<file path="src/rtl/anita4_phi_coinc_trigger.sv">
// rtl/anita4_phi_coinc_trigger.sv - phi-sector stretch, neighbour coincidence and holdoff-gated trigger
// Optional stretch counters built only when ANITA4_TRIG_STRETCH_EN is defined.
module anita4_phi_coinc_trigger #(
  parameter int NUM_PHI   = 16,
  parameter int NUM_POL   = 2,
  parameter int HOLDOFF_W = 8,
  parameter int CNT_W     = 8,
  parameter int STRETCH_W = 4
) (
  input  logic                       clk250_i,
  input  logic                       rst_n_i,
  input  logic [NUM_POL*NUM_PHI-1:0] phi_i,
  input  logic [NUM_POL*NUM_PHI-1:0] mask_i,
  input  logic [2*NUM_POL-1:0]       mode_i,
  input  logic [STRETCH_W-1:0]       stretch_i,
  input  logic [HOLDOFF_W-1:0]       holdoff_i,
  input  logic                       cnt_clr_i,
  output logic                       trig_o,
  output logic [NUM_POL-1:0]         pol_o,
  output logic [NUM_POL*NUM_PHI-1:0] pattern_o,
  output logic                       holdoff_o,
  output logic [CNT_W-1:0]           raw_count_o,
  output logic [CNT_W-1:0]           count_o
);

  localparam int N = NUM_POL * NUM_PHI;

  logic [N-1:0]         phi_q;
  logic [N-1:0]         str;
  logic [N-1:0]         coinc_d, coinc_q;
  logic                 any_d_q;
  logic                 trig_q;
  logic [NUM_POL-1:0]   pol_d, pol_q;
  logic [N-1:0]         pattern_q;
  logic [HOLDOFF_W-1:0] hold_d, hold_q;
  logic [CNT_W-1:0]     raw_d, raw_q;
  logic [CNT_W-1:0]     cnt_d, cnt_q;
  logic                 any, rise, issue;

  always_ff @(posedge clk250_i or negedge rst_n_i) begin
    if (!rst_n_i) phi_q <= '0;
    else          phi_q <= phi_i;
  end

`ifdef ANITA4_TRIG_STRETCH_EN
  // Counter reloads from the registered hit so str spans exactly 1+stretch_i cycles.
  logic [N-1:0][STRETCH_W-1:0] str_cnt_d, str_cnt_q;

  always_comb begin
    str_cnt_d = str_cnt_q;
    str       = '0;
    for (int k = 0; k < N; k++) begin
      if (phi_q[k])                str_cnt_d[k] = stretch_i;
      else if (str_cnt_q[k] != '0) str_cnt_d[k] = str_cnt_q[k] - 1'b1;
      str[k] = phi_q[k] | (str_cnt_q[k] != '0);
    end
  end

  always_ff @(posedge clk250_i or negedge rst_n_i) begin
    if (!rst_n_i) str_cnt_q <= '0;
    else          str_cnt_q <= str_cnt_d;
  end
`else
  logic unused_stretch;
  assign unused_stretch = ^stretch_i;
  assign str            = phi_q;
`endif

  always_comb begin
    coinc_d = '0;
    for (int p = 0; p < NUM_POL; p++) begin
      for (int i = 0; i < NUM_PHI; i++) begin
        case (mode_i[2*p +: 2])
          2'd0: coinc_d[p*NUM_PHI+i] = str[p*NUM_PHI+i];
          2'd1: coinc_d[p*NUM_PHI+i] = str[p*NUM_PHI+i] &
                                       (str[p*NUM_PHI+(i+NUM_PHI-1)%NUM_PHI] |
                                        str[p*NUM_PHI+(i+1)%NUM_PHI]);
          2'd2: coinc_d[p*NUM_PHI+i] = str[p*NUM_PHI+i] &
                                       str[p*NUM_PHI+(i+NUM_PHI-1)%NUM_PHI] &
                                       str[p*NUM_PHI+(i+1)%NUM_PHI];
          default: coinc_d[p*NUM_PHI+i] =
                     (str[p*NUM_PHI+(i+NUM_PHI-1)%NUM_PHI] & str[p*NUM_PHI+i]) |
                     (str[p*NUM_PHI+i] & str[p*NUM_PHI+(i+1)%NUM_PHI]) |
                     (str[p*NUM_PHI+(i+NUM_PHI-1)%NUM_PHI] & str[p*NUM_PHI+(i+1)%NUM_PHI]);
        endcase
      end
    end
    coinc_d = coinc_d & ~mask_i;
  end

  assign any   = |coinc_q;
  assign rise  = any & ~any_d_q;
  assign issue = rise & (hold_q == '0);

  always_comb begin
    pol_d = '0;
    for (int p = 0; p < NUM_POL; p++) pol_d[p] = |coinc_q[p*NUM_PHI +: NUM_PHI];
  end

  // Edges arriving during holdoff are dropped, not queued.
  always_comb begin
    hold_d = hold_q;
    if (issue)               hold_d = holdoff_i;
    else if (hold_q != '0)   hold_d = hold_q - 1'b1;
    raw_d = raw_q;
    cnt_d = cnt_q;
    if (rise)  raw_d = raw_q + 1'b1;
    if (issue) cnt_d = cnt_q + 1'b1;
    if (cnt_clr_i) begin
      raw_d = '0;
      cnt_d = '0;
    end
  end

  always_ff @(posedge clk250_i or negedge rst_n_i) begin
    if (!rst_n_i) begin
      coinc_q   <= '0;
      any_d_q   <= 1'b0;
      trig_q    <= 1'b0;
      pol_q     <= '0;
      pattern_q <= '0;
      hold_q    <= '0;
      raw_q     <= '0;
      cnt_q     <= '0;
    end else begin
      coinc_q <= coinc_d;
      any_d_q <= any;
      trig_q  <= issue;
      if (issue) begin
        pol_q     <= pol_d;
        pattern_q <= coinc_q;
      end
      hold_q <= hold_d;
      raw_q  <= raw_d;
      cnt_q  <= cnt_d;
    end
  end

  assign trig_o      = trig_q;
  assign pol_o       = pol_q;
  assign pattern_o   = pattern_q;
  assign holdoff_o   = (hold_q != '0);
  assign raw_count_o = raw_q;
  assign count_o     = cnt_q;

endmodule

</file>
<file path="config.mk">
export PLATFORM = sky130hd
export DESIGN_NAME = anita4_phi_coinc_trigger
export DESIGN_NICKNAME = d
export VERILOG_FILES = /design/src/rtl/anita4_phi_coinc_trigger.sv
export SDC_FILE = /design/constraint.sdc
export NUM_CORES = 1
export LEC_CHECK = 0
export CORE_ASPECT_RATIO = 1.75
export CORE_MARGIN = 2
export CORE_UTILIZATION = 45
export DETAILED_ROUTE_END_ITERATION = 10
export PLACE_DENSITY = 0.83
export SYNTH_ARGS = -nofsm -noshare
export SYNTH_HDL_FRONTEND = slang
export SYNTH_SLANG_ARGS = --single-unit
</file>
<file path="constraint.sdc">
create_clock -name clk250_i -period 2.76 [get_ports clk250_i]
set_clock_uncertainty 0.05 [all_clocks]
set_input_delay 0.552 -clock clk250_i [delete_from_list [all_inputs] [get_ports clk250_i]]
set_output_delay 0.552 -clock clk250_i [all_outputs]
set_load 0.02 [all_outputs]
</file>
Yosys cells after proc, flatten, opt, wreduce, memory -nomap -nowiden
Cells that the tools add are included.
{ "totals": {"regBits": 124, "inputBits": 83, "out_inout_bits": 52, "elab_cells": 293} }
{ "classes": {"addsub": 3, "n_eq_ne": 4, "mux": 38, "bitwise_logic": 229, "n_reduce_logical": 10} }
{ "op_table": {"columns": ["operator", "n"], "rows": [
  ["AND 1 bit", 130],
  ["bitwise OR 1 bit", 96],
  ["case mux 1 bit (3 select lines)", 32],
  ["two-way mux 8 bit", 6],
  ["AND 32 bit", 1],
  ["NOT 32 bit", 1],
  ["OR reduction 16 bit", 2],
  ["OR reduction 32 bit", 1],
  ["adder 8 x 1 -> 8 bit, second input constant", 2],
  ["zero test 8 bit", 1],
  ["nonzero test 8 bit", 1],
  ["subtractor 8 x 1 -> 8 bit, second input constant", 1],
  ["nonzero test 2 bit", 3],
  ["== test 2 x 1 -> 1 bit, second input constant", 2],
  ["== test 2 bit, second input constant", 2],
  ["zero test 2 bit", 2],
  ["NOT 1 bit", 1]
]} }

Logic depth before layout (Yosys ltp)
Gate-level depths: netlist of run 1.
{ "logic_depth": {"word_depth": 5, "mapped_depth": 9, "depth_no_buf": 8} }

Worst setup path after synthesis of run 1
OpenSTA, ideal clock, no wires.
{ "synth_path": {"path_type": "register -> register", "from": "register hold_q[3]", "to": "register pattern_q[10], in the netlist pattern_o[10]", "setup_ps": 125, "t_arrival_ps": 2288, "t_required_ps": 2585, "slack_ps": 298, "stages_incl_launch_ff": 7, "path_buffers": 1, "period_less_slack_ps": 2462, "cell_sequence": "dfrtp_1 or4_4 nor3_4 inv_2 a211oi_4 buf_4 mux2_2"} }
{ "synth_between": {"elab_chain_len": 2} }
{ "synth_lines": {"columns": ["item", "line_no", "text"], "rows": [
  ["start, declared", "35", "logic [HOLDOFF_W-1:0] hold_d, hold_q;"],
  ["start signal, assigned", "133", "hold_q <= hold_d;"],
  ["zero test 8 bit", "93", "assign issue = rise & (hold_q == '0);"],
  ["AND 1 bit", "93", null],
  ["end signal, assigned", "131", "pattern_q <= coinc_q;"],
  ["end, declared", "34", "logic [N-1:0] pattern_q;"]
]} }
No other way between the ends.
A chain may end at the register's enable or synchronous reset.

Worst setup path in the final report of run 1
{ "layout_path": {"from": "register hold_q[3]", "to": "output holdoff_o"} }
{ "layout_between": {"elab_chain_len": 1} }
{ "layout_lines": {"columns": ["item", "line_no", "text"], "rows": [
  ["nonzero test 8 bit", "142", "assign holdoff_o = (hold_q != '0);"],
  ["end, declared", "21", "output logic holdoff_o,"]
]} }
No other way between the ends.

==> summary.md, run 1 <==
| Metric | Value |
|---|---|
| Outcome | `completed` |
| CTS Buf Count | `17` |
| Max IR drop VDD | `400 µV` |
| Initial antenna violation count | `0` |
| Worst reg-to-reg setup slack | `around 0.30 ns` |
| CTS H-tree depth | `4` |
| Prevailing post-synth register cell | `dfrtp_1` |
| Capture point of the worst path | `holdoff_o` |
| PwrDens | `between 600 and 700 nW/µm²` |
| Vias per cell | `5.62` |
| ANT cells | `0` |
| Post-CTS Setup Inserts | `0` |
| Max-slew violations | `0` |
| Hold WS | `0.143 ns` |
| Detailed placer's ending HPWL | `9.50 mm` |
| Overall routing resource usage | `20.5%` |
| Avg WL per Cell | `16.8 µm` |
| Fillers | `roughly 940` |
| CTS Root Cell | `clkbuf_16` |
| Startpoint types | `flop` |
| Drt first pass iters | `4` |
| Async SR Flop Fraction | `100%` |
| CTS resizes | `1` |
| Tcrit/Tclk final | `96.3%` |
| Reg-to-reg endpoint | `count_o[4]` |
| Initial Utilization | `about 46%` |
| Worst EP arrival | `2.06 ns` |
| Largest stage delay, worst path | `roughly 0.57 ns` |
| Iter 0 DRT Violations | `266` |
| Setup TNS Final | `0 ns` |
| Final hold vios | `0` |
| Class of the worst hold path | `in2async` |
| Clock latency on the worst-skew pair | `0.40 ns` |
| Area contributors post-synth | `dfrtp_1 (57%), mux2_2 (7.0%), a21o_1 (5.9%)` |
| Top-count cell post-synth | `dfrtp_1` |
| DIE AREA | `about 13000 µm²` |
| Avg Cell Area, Syn | `about 11 µm²` |
| Most frequent cells after synthesis | `dfrtp_1 (124), a21o_1 (43), nor2_1 (41), a21oi_1 (40), mux2_2 (34)` |
| CTS Hold Bufs | `0` |
| CTS max path bufs | `2` |
| Post-synth EDFFs | `0` |
| P_leak | `3.40 nW` |
| Synth Net Count | `580` |
| Synth-to-Final Area Change | `35.5%` |
| Post-route worst setup slack | `0.101 ns` |
| Reg area | `just over 3000 µm²` |
| Core Util, Final | `62.3%` |
| Rel. slew slack | `33.5%` |
| Sequential share of the synthesized area | `56.5%` |
| Max-cap check violation count | `0` |
| Vias in the first global route | `4358` |
| Pin count of the biggest net entering global routing | `56` |
| Seq cells post-synth | `124` |
| Cell area after synthesis | `5490 µm²` |
| Die width | `roughly 87 µm` |
| Final wirelength | `12.8 mm` |
| R2r worst-path depth | `7` |
| TritonCTS Sinks | `124` |
| Crit path from | `hold_q[3]` |
| Final antenna-violating net count | `0` |
| Core area | `about 12000 µm²` |
| Share of cells above drive strength 1 | `12.8%` |
| Clock transition at path regs | `around 0.050 ns` |
| Post-synth top area share | `a little under three fifths` |
| FF-to-FF Start | `hold_q[3]` |
| Port bufs | `130` |
| Remaining DRCs | `0` |
| Die Ht | `150 µm` |
| CP Max Fanout | `9` |
| Area of the multi-input gates | `2130 µm²` |
| Synth unique cells | `37` |
| CP max-delay cell | `or4_4` |
| CP endpoint kind | `primary output` |
| Post-layout min period | `~2.7 ns` |
| WP data required | `approximately 2.2 ns` |
| Setup Slack @ Placement | `between 0.3 and 0.4 ns` |
| Final #Nets | `697` |
| Critical path class | `reg2out` |
| Grt total ovfl | `0` |
| First-pass GRT wire length | `~21 mm` |
| Via count | `4279` |
| Synth area leader | `dfrtp_1` |
| RSZ-0062 raised after global routing | `false` |
| I/O pin count | `135` |
| Cell Chain, Critical Path | `or4_4 > nor3_4 > inv_2 > dlygate4sd2_1` |
| Synthesized instance count | `494` |
| Upper clock frequency limit | `376 MHz` |
| CTS tree | `done` |
| Synth Warn # | `0` |
| Placement row count | `between 50 and 60` |
| Least-Margin Pin Slew | `about 0.99 ns` |
| Placer Congestion | `0.879` |
| Final setup fails | `0` |
cells by family (layout without fill, tap and decap cells):
group                    count (synthesis)  count (layout)  share of synthesized area (%)
adder cells (fa/ha/maj)                  3               3                          0.684
multiplexers                            35              35                           7.16
XOR/XNOR                                 7               7                           1.12
buffers and inverters                   52             182                           4.70
flip-flops                             124             124                           56.5
AND/OR/NAND/NOR                        116             116                           10.2
AO/OA/AOI/OAI                          157             157                           19.6
power by group:
| part | switching, mW | internal (mW) |
|---|---|---|
| Clock | 0.718 | 1.51 |
| Sequential | 0.0652 | 1.88 |
| Combinational | 0.148 | 0.194 |
stage by stage:
stage          area (µm²)  std cells  power, mW
5_1_grt              7440        761       4.70
3_3_place_gp         6830        729       2.29
3_5_place_dp         6830        729       2.31
4_1_cts              7440        761       4.56
6_report             7440        761       4.51
2_1_floorplan        5490        494       2.12
how the worst min path moves through the flow:
stage           startpoint             to  slack [ns]
2_1_floorplan      rst_n_i        any_d_q        0.21
6_report           rst_n_i      phi_q[19]        0.14
5_1_grt            rst_n_i      phi_q[19]        0.18
3_3_place_gp     hold_q[0]      hold_q[0]        0.44
4_1_cts            rst_n_i    coinc_q[20]        0.17
3_5_place_dp   coinc_q[11]  pattern_o[11]        0.45
metal layers:
metal  wire length [µm]  vias up  track usage, %  share of wire [%]
met5                  0        -               0                  0
met3                550       17            5.07                4.3
met4                340        0            8.92                2.7
li1                   -     2010               -                  -
met2               7190      138            37.5                 56
met1               4700     2114            21.5                 37
final cells by class:
| cell class | count | share of cell area [%] |
|---|---|---|
| sequential | 124 | 41.7 |
| multi-input combinational | 318 | 28.6 |
| timing repair buffer | 142 | 18.8 |
| clock buffer | 25 | 6.66 |
| tap | 137 | 2.30 |
| clock inverter | 7 | 1.48 |
| inverter | 8 | 0.404 |
placed cells by master, fill, tap and decap left out, types with 9 or more instances in the layout:
master	instances
nand4_1	9
o21ai_0	18
a22oi_1	27
mux2_2	34
nor2_1	41
nor4_1	10
a22o_1	18
clkbuf_16	17
nand2_1	32
dfrtp_1	124
a21o_1	43
buf_4	12
clkdlybuf4s50_1	128
a21oi_1	40
critical path, delay by kind of cell, from the launching register on:
family | cells | cell delay, ns
buffers and inverters | 2 | 0.46
flip-flops | 1 | 0.42
AND/OR/NAND/NOR | 2 | 0.77
flip-flops by register name, summed over array words and instances (netlist names):
register     cells
coinc_q         32
pattern_o       32
phi_q           32
count_o          8
hold_q           8
raw_count_o      8
pol_o            2
any_d_q          1
trig_o           1
Power figures use the tool's default switching activity.
==> run 2, diff against run 1 <==
CORE_UTILIZATION = 49   (was 45)
MAX_ROUTING_LAYER = met4   (was not set)
PLACE_DENSITY = 0.88   (was 0.83)
==> run 2 against run 1 <==
Compared with the run above: die area is 7.9% lower; sequential share of layout area rose by 0.19 points; register-to-register slack better by 0.02 ns; first-iteration DRC count down 22%; clock-buffer cell count fell by 2; total power decreased by 4.0%; global-route usage increased by 2.6 points; utilization is 4.8 points higher; sequential cell count is the same; via count shrank 0.72%; critical path depth stayed put; non-clock buffer count did not move; critical path type unchanged; critical endpoint unchanged; largest power group unchanged.
==> summary.md, run 2 (synthesis results as in run 1) <==
| Metric | Value |
|---|---|
| Share of cells above drive strength 1 | `12.9% (+0.041 points)` |
| Iter 0 DRT Violations | `207 (-22%)` |
| Tcrit/Tclk final | `97.4% (+1.1 points)` |
| Class of the worst hold path | `in2async` |
| Vias per cell | `5.63 (+0.20%)` |
| Rel. slew slack | `33.7% (+0.16 points)` |
| Wire length on met3 | `478 µm (-13%)` |
| Avg WL per Cell | `17.0 µm (+1.3%)` |
| TritonCTS Sinks | `124 (unchanged)` |
| Via count | `4248 (-0.72%)` |
| CTS Root Cell | `clkbuf_16` |
| Hold WS | `0.0415 ns (-0.102 ns)` |
| Outcome | `completed` |
| P_leak | `3.38 nW (-0.68%)` |
| RSZ-0062 raised after global routing | `false` |
| Initial antenna violation count | `0 (unchanged)` |
| CP Max Fanout | `9 (unchanged)` |
| Placement row count | `51 (-3.8%)` |
| CTS Buf Count | `17 (unchanged)` |
| Grt total ovfl | `0 (unchanged)` |
| CTS H-tree depth | `4 (unchanged)` |
| WL met2 | `7.34 mm (+2.0%)` |
| Post-layout min period | `2.69 ns (+0.0300 ns)` |
| Least-Margin Pin Slew | `0.991 ns (-0.00246 ns)` |
| Synth-to-Final Area Change | `34.9%` |
| Detailed placer's ending HPWL | `9.51 mm (about the same)` |
| Most common cell after layout, fill and taps aside | `clkdlybuf4s50_1` |
| Die Ht | `144 µm (-4.1%)` |
| Port bufs | `130 (unchanged)` |
| Clock latency on the worst-skew pair | `0.41 ns (about the same)` |
| PwrDens | `585 nW/µm² (-3.6%)` |
| Vias in the first global route | `4322 (-0.83%)` |
| Post-CTS Setup Inserts | `0 (unchanged)` |
| Final hold vios | `0 (unchanged)` |
| Final antenna-violating net count | `0 (unchanged)` |
| Final wirelength | `12.8 mm (+0.34%)` |
| Upper clock frequency limit | `372 MHz (-1.1%)` |
| Pin count of the biggest net entering global routing | `50 (-11%)` |
| Remaining DRCs | `0 (unchanged)` |
| Initial Utilization | `49.7% (+3.7 points)` |
| Max-cap check violation count | `0 (unchanged)` |
| Startpoint types | `flop` |
| Worst reg-to-reg setup slack | `0.32 ns (+0.02 ns)` |
| CTS tree | `done` |
| Max IR drop VDD | `502 µV (+25%)` |
| First-pass GRT wire length | `21.0 mm (+1.7%)` |
| CTS max path bufs | `2 (unchanged)` |
| Max-slew violations | `0 (unchanged)` |
| CTS resizes | `1 (unchanged)` |
| DIE AREA | `12100 µm² (-7.9%)` |
| I/O pin count | `135 (unchanged)` |
| Setup TNS Final | `0 ns (unchanged)` |
| Overall routing resource usage | `23.0% (+2.6 points)` |
| Critical path class | `reg2out` |
| Die width | `84 µm (-4.0%)` |
| Most frequent cells in the layout | `clkdlybuf4s50_1 (128), dfrtp_1 (124), a21o_1 (43), nor2_1 (41), a21oi_1 (40)` |
| CP endpoint kind | `primary output` |
| Max layer used | `met4` |
| Met1 wire length | `4.64 mm (-1.2%)` |
| Drt first pass iters | `4 (unchanged)` |
| Worst EP arrival | `2.09 ns (+0.03 ns)` |
| Final #Nets | `697 (unchanged)` |
| Clock transition at path regs | `0.05 ns (about the same)` |
| Final setup fails | `0 (unchanged)` |
| CTS Hold Bufs | `0 (unchanged)` |
| WP data required | `2.16 ns (about the same)` |
| Placer Congestion | `0.826 (-5.9%)` |
| Core area | `11000 µm² (-7.5%)` |
| ANT cells | `0 (unchanged)` |
-- run 2: cell types whose count changed in the layout (fill, tap and decap cells not counted), sizes merged --
| cell | before | now |
|---|---|---|
| bufinv | 3 | 1 |
| clkbuf | 25 | 23 |
| clkinvlp | 0 | 2 |
-- run 2: final timing paths --
check / start / end / depth (start not counted)
hold / removal: rst_n_i / phi_q[19] / 1
setup reg to reg: hold_q[3] / count_o[5] / 6
min in group clk250_i: hold_q[0] / hold_q[0] / 1
setup / recovery: hold_q[3] / holdoff_o / 4
max in group asynchronous: rst_n_i / coinc_q[5] / 2
hold reg to reg: hold_q[0] / hold_q[0] / 1
-- run 2: critical path, stage by stage, from the launching register on --
cell and delay, ns:
dfrtp_1 0.43, or4_4 0.58, nor3_4 0.21, inv_2 0.12, dlygate4sd2_1 0.34
-- run 2: final cells by class --
type,count,area (µm²)
fill,832,3640
sequential,124,3100
multi-input combinational,318,2130
timing repair buffer,142,1430
clock buffer,23,488
tap,132,165
clock inverter,7,65.1
inverter,8,30.0
-- run 2: where the power goes --
| group | switching [mW] | internal (mW) |
|---|---|---|
| sequential | 0.0651 | 1.88 |
| clock | 0.731 | 1.31 |
| combinational | 0.148 | 0.196 |
| total | 0.944 | 3.39 |
-- run 2: through the flow --
stage	util [%]	total power [mW]	area, µm²	cells	worst slack (ns)
global route	67.1	4.50	7400	754	0.00802
global placement	62.1	2.30	6850	724	0.329
CTS	67.1	4.37	7400	754	0.0543
finish	67.1	4.33	7400	754	0.0708
floorplan	-	2.12	5490	494	0.298
detailed placement	62.1	2.32	6850	724	0.286
-- run 2: metal layers --
metal | vias to the layer above | global-route usage (%)
met5 | - | -
li1 | 2007 | -
met4 | 0 | 9.85
met2 | 126 | 41.7
met1 | 2085 | 24.0
met3 | 30 | 5.19
==> edit 1: new RTL, config.mk and constraints of run 1 <==
Remove the register `trig_q`: a continuous assignment takes its place, so the output `trig_o` follows one clock earlier.
--- a/src/rtl/anita4_phi_coinc_trigger.sv
+++ b/src/rtl/anita4_phi_coinc_trigger.sv
@@ -116,7 +116,6 @@
     if (!rst_n_i) begin
       coinc_q   <= '0;
       any_d_q   <= 1'b0;
-      trig_q    <= 1'b0;
       pol_q     <= '0;
       pattern_q <= '0;
       hold_q    <= '0;
@@ -125,7 +124,6 @@
     end else begin
       coinc_q <= coinc_d;
       any_d_q <= any;
-      trig_q  <= issue;
       if (issue) begin
         pol_q     <= pol_d;
         pattern_q <= coinc_q;
@@ -136,6 +134,8 @@
     end
   end
 
+  assign trig_q = issue;
+
   assign trig_o      = trig_q;
   assign pol_o       = pol_q;
   assign pattern_o   = pattern_q;
Function: changed (Yosys sat finds a counterexample within 4 cycles, from zero or initial values and one cycle with rst_n_i low).
==> edit 1 against run 1 <==
Hold slack lost 0.039 ns. Wire length shrank 0.92%. Total power grew 3.4%. Area after synthesis shrank 0.46%. First-iteration DRC count shrank 8.6%. Worst setup slack gained 0.019 ns. Sequential cell count shrank 1. Critical endpoint is now trig_o. Final area grew 0.93%. Register-to-register slack lost 0.10 ns. Highest routed layer unchanged. Sequential share of layout area shrank 0.72 points. Fmax grew 0.70%.
==> edit 1: results (changes against run 1) <==
Global route
  – GR Util met1: 21.3% (-0.16 points)
  – Largest net degree at the start of global routing: 47 (-16%)
  – Overall Global Routing Usage: 20.0% (-0.46 points)
  – Global-route wire length before repair: 20100 um (-2.5%)
  – Met3 Use GR: 4.69% (-0.39 points)
  – Vias in the first global route: 4232 (-2.9%)

Cells and area
  – Area grow syn2layout: 37.4%
  – Clock buffers: 20 (-20%)
  – Layout cells sized above 1: 14.5% (+1.6 points)
  – Layout fillers: 920 (-2.0%)
  – Sequential share of cell area: 41.0% (-0.72 points)
  – Non-clock buffer share: 19.3% (+0.48 points)
  – Clock-cell share of area: 8.67% (+0.53 points)
  – Multi-In Gates: 318 (unchanged)
  – Bufs w/o clock: 148 (+4.2%)

Power and ir drop
  – VDD IR max: 377 uV (-5.9%)
  – Sw Pwr: 963 uW (+3.4%)
  – Seq pwr share: 41.3% (-1.7 points)
  – Power share of the combinational group: 7.4% (-0.2 points)
  – Pleak: 3.44 nW (+1.1%)

Drt
  – Met2 WL: 7220 um (+0.35%)
  – DRT iter0 DRCs: 243 (-8.6%)
  – DR WL met3: 504 um (-8.4%)
  – Via density: 5.49 (-2.3%)
  – DRT met1 WL: 4650 um (-1.0%)

Placement
  – DPL Wire Length: 9410 um (-1.0%)
  – DP Worst Slack: 0.117 ns (-0.188 ns)
  – Routability cong.: 0.886 (+0.82%)

Setup path
  – CP endpoint: trig_o
  – RR Startpoint: hold_q[5]
  – Setup crit start: hold_q[5]
  – Worst Path Max Fanout: 3 (-6)
  – Max incr delay on CP: 0.55 ns (-0.02 ns)
  – Critical Path AT: 2.04 ns (-0.02 ns)

Logic synthesis
  – Synthesized flop and latch total: 123 (-0.81%)
  – Post-Syn Nets: 579 (-0.17%)
  – Seq/Total Area, Yosys: 56.3% (-0.20 points)
  – Post-synth top cells: 123 x dfrtp_1, 43 x a21o_1, 41 x nor2_1
  – Yosys warnings: 0 (unchanged)
  – Synth top area cells: dfrtp_1 56%, mux2_2 7.0%, a21o_1 5.9%, a22oi_1 3.7%, a21oi_1 3.7%

Run status
  – Status: finished clean

STA
  – Worst hold margin: 0.104 ns (-0.0392 ns)
  – Fmax achieved: 379 MHz (+0.70%)
  – Max transition margin: 51.0% (+17 points)
-- edit 1: cell types whose count changed after synthesis --
cell            run 1  this run
dfrtp_1           124       123
-- edit 1: logic make-up after synthesis --
logic type	count (synthesis)	synth area share (%)
compound gates	157	19.7
flops	123	56.3
simple gates	116	10.3
buf+inv	52	4.72
mux	35	7.19
xor+xnor	7	1.12
fa+ha+maj	3	0.687
-- edit 1: per-stage QoR --
| stage | total power, mW | instance area, sq um | instances |
|---|---|---|---|
| 3_3_place_gp | 2.29 | 6860 | 733 |
| 5_1_grt | 4.84 | 7510 | 766 |
| 2_1_floorplan | 2.10 | 5460 | 493 |
| 6_report | 4.67 | 7510 | 766 |
| 3_5_place_dp | 2.30 | 6860 | 733 |
| 4_1_cts | 4.71 | 7510 | 765 |
-- edit 1: timing repair --
item,CTS,global route
hold buffers,0,0
endpoints found under the setup margin,2,2
resized for setup,4,3
setup buffers,0,1
pin swaps,0,1
==> edit 2: new RTL, config.mk and constraints of run 1 <==
Without the edit above. The option `ANITA4_TRIG_STRETCH_EN` is turned on by a define.
--- a/src/rtl/anita4_phi_coinc_trigger.sv
+++ b/src/rtl/anita4_phi_coinc_trigger.sv
@@ -1,5 +1,7 @@
 // rtl/anita4_phi_coinc_trigger.sv - phi-sector stretch, neighbour coincidence and holdoff-gated trigger
 // Optional stretch counters built only when ANITA4_TRIG_STRETCH_EN is defined.
+`define ANITA4_TRIG_STRETCH_EN
+
 module anita4_phi_coinc_trigger #(
   parameter int NUM_PHI   = 16,
   parameter int NUM_POL   = 2,
Formal check against the unedited RTL: not equivalent (a bounded check fails within 10 cycles, from zero or initial values and one cycle with rst_n_i low).
==> edit 2 against run 1 <==
Sequential cell count rose by 128. Area after synthesis rose by 140%. Sequential share of layout area fell by 2.5 points. Worst setup slack improved by 0.060 ns. Final area rose by 120%. Hold slack improved by 0.27 ns. Wire length rose by 150%. Total power rose to 2.5 times the old value. First-iteration DRC count rose by 100%. Highest routed layer unchanged.
==> edit 2: results (changes against run 1) <==
Run status
  – Status: finished clean

Setup path
  – Critical Path AT: 2.00 ns (-0.06 ns)
  – Max incr delay on CP: 0.40 ns (-0.17 ns)
  – R2r worst-path depth: 5 (-2)
  – CP delay by family, top: buffers and inverters
  – Crit-path slowest cell: dfrtp_1
  – Worst Path Max Fanout: 3 (-6)

Cells and area
  – Layout cells sized above 1: 10.4% (-2.4 points)
  – Final nets: 1694 (+140%)
  – Antenna cells: 0 (unchanged)

Logic synthesis
  – Seq/Total Area, Yosys: 47.8% (-8.7 points)
  – Post-synth top cells: 252 x dfrtp_1, 178 x nand2_1, 137 x nor2_1
  – Synth top area cells: dfrtp_1 48%, ha_1 6.4%, nand2_1 5.1%, a21oi_1 4.3%, nor2_1 3.9%
  – Post-Syn Nets: 1550 (+170%)
  – Share of flip-flops with an asynchronous set or reset: 100% (unchanged)
  – Library cells used by synthesis: 53 (+43%)

Global route
  – Global-route wire length before repair: 52300 um (+150%)
  – Overall Global Routing Usage: 20.8% (+0.34 points)
  – Largest net degree at the start of global routing: 78 (+39%)
  – Initial antenna violation count: 0 (unchanged)

Clocking
  – CTS root buf: clkbuf_16
  – Later-pin clock latency in the skew report: 0.53 ns (+0.13 ns)
  – Clock Tree Buf Depth: 3 (+1)
  – H-tree Lvls: 1 (-3)
  – CTS Buf Count: 24 (+7)
  – Worst-path clk slew: 0.07 ns (+0.02 ns)

Power and ir drop
  – Pleak: 7.31 nW (+110%)
  – VDD IR max: 449 uV (+12%)
  – Sw Pwr: 3.41 mW (+270%)

STA
  – Max transition margin: 41.1% (+7.6 points)

Drt
  – DRT iter0 DRCs: 544 (+100%)
  – DRT Pass-1 Iters: 5 (+1)
  – Via count: 10.6k (+150%)
  – Avg WL per Cell: 16.3 um (-3.1%)

Placement
  – DP Area: 15200 sq um (+120%)
  – DPL Wire Length: 22900 um (+140%)
  – Routability cong.: 0.835 (-5.0%)
  – PortBufs: 134 (+3.1%)

Min path
  – Hold Crit Class: primary input to register
[edit 2: cell types whose count changed in the layout (fill, tap and decap cells not counted), moves of 19 or more]
cell      change
dfrtp_1     +128
nand2b_1     +38
mux2i_1      +38
buf_4        +38
inv_1        +73
nor3_1       +50
or3_1        +29
a22oi_1      -19
xnor2_1      +27
ha_1         +64
nor2_1       +96
nand2_1     +146
a21oi_1      +74
o21ai_0      +66
[edit 2: stage by stage]
step,cells,power (mW),setup slack [ns]
2_1_floorplan,1400,6.82,0.674
3_3_place_gp,1894,7.48,0.390
3_5_place_dp,1894,7.68,0.334
4_1_cts,1939,11.4,0.0442
5_1_grt,1940,12.0,0.0577
6_report,1940,11.3,0.161
[edit 2: layout make-up]
cell class | instances | area, sq um
Multi-Input combinational cell | 997 | 6310
Timing Repair Buffer | 188 | 1790
Tap cell | 378 | 473
Clock inverter | 12 | 181
Sequential cell | 252 | 6310
Clock buffer | 32 | 712
Inverter | 81 | 304
Fill cell | 2409 | 12600
[edit 2: path summary, 6_finish.rpt]
path	startpoint	endpoint	slack [ns]
setup / recovery	hold_q[0]	holdoff_o	0.16
min in group asynchronous	rst_n_i	str_cnt_q[118]	0.55
hold / removal	phi_i[22]	phi_q[22]	0.41
setup reg to reg	coinc_q[9]	hold_q[5]	0.28
max in group asynchronous	rst_n_i	str_cnt_q[52]	1.41
hold reg to reg	coinc_q[16]	pattern_o[16]	0.42
[edit 2: layer usage]
layer	routed length (um)	vias to the layer above	part of all wire, %	track usage [%]
met5	0	-	0	0
met2	17200	275	54	40.0
li1	-	5090	-	-
met3	1330	68	4.2	1.91
met1	11900	5161	38	22.8
met4	1210	0	3.8	9.31
[edit 2: cells by family (layout without fill, tap and decap cells)]
kind of cell | Yosys count | after routing | synth area share, %
AO/OA/AOI/OAI | 297 | 297 | 13.4
XOR/XNOR | 41 | 41 | 2.72
adder cells (fa/ha/maj) | 67 | 67 | 6.36
buffers and inverters | 151 | 313 | 4.46
flip-flops | 252 | 252 | 47.8
multiplexers | 80 | 80 | 6.46
AND/OR/NAND/NOR | 512 | 512 | 18.8
[edit 2: power groups by stage]
stage               Sequential, mW  Clock [mW]  Combinational, mW
finish                        4.79        3.67               2.83
global route                  4.88        3.89               3.25
CTS                           4.79        3.75               2.86
detailed placement            4.85           0               2.83
global placement              4.81           0               2.67
floorplan                     4.68           0               2.15
[edit 2: timing repair]
| action | CTS | global route |
|---|---|---|
| resized for setup | 2 | 1 |
| hold endpoints to repair | 34 | 0 |
| hold buffers | 1 | 0 |
| pin swaps | 0 | 1 |
| endpoints found under the setup margin | 1 | 1 |
| buffers inserted | 0 | 1 |
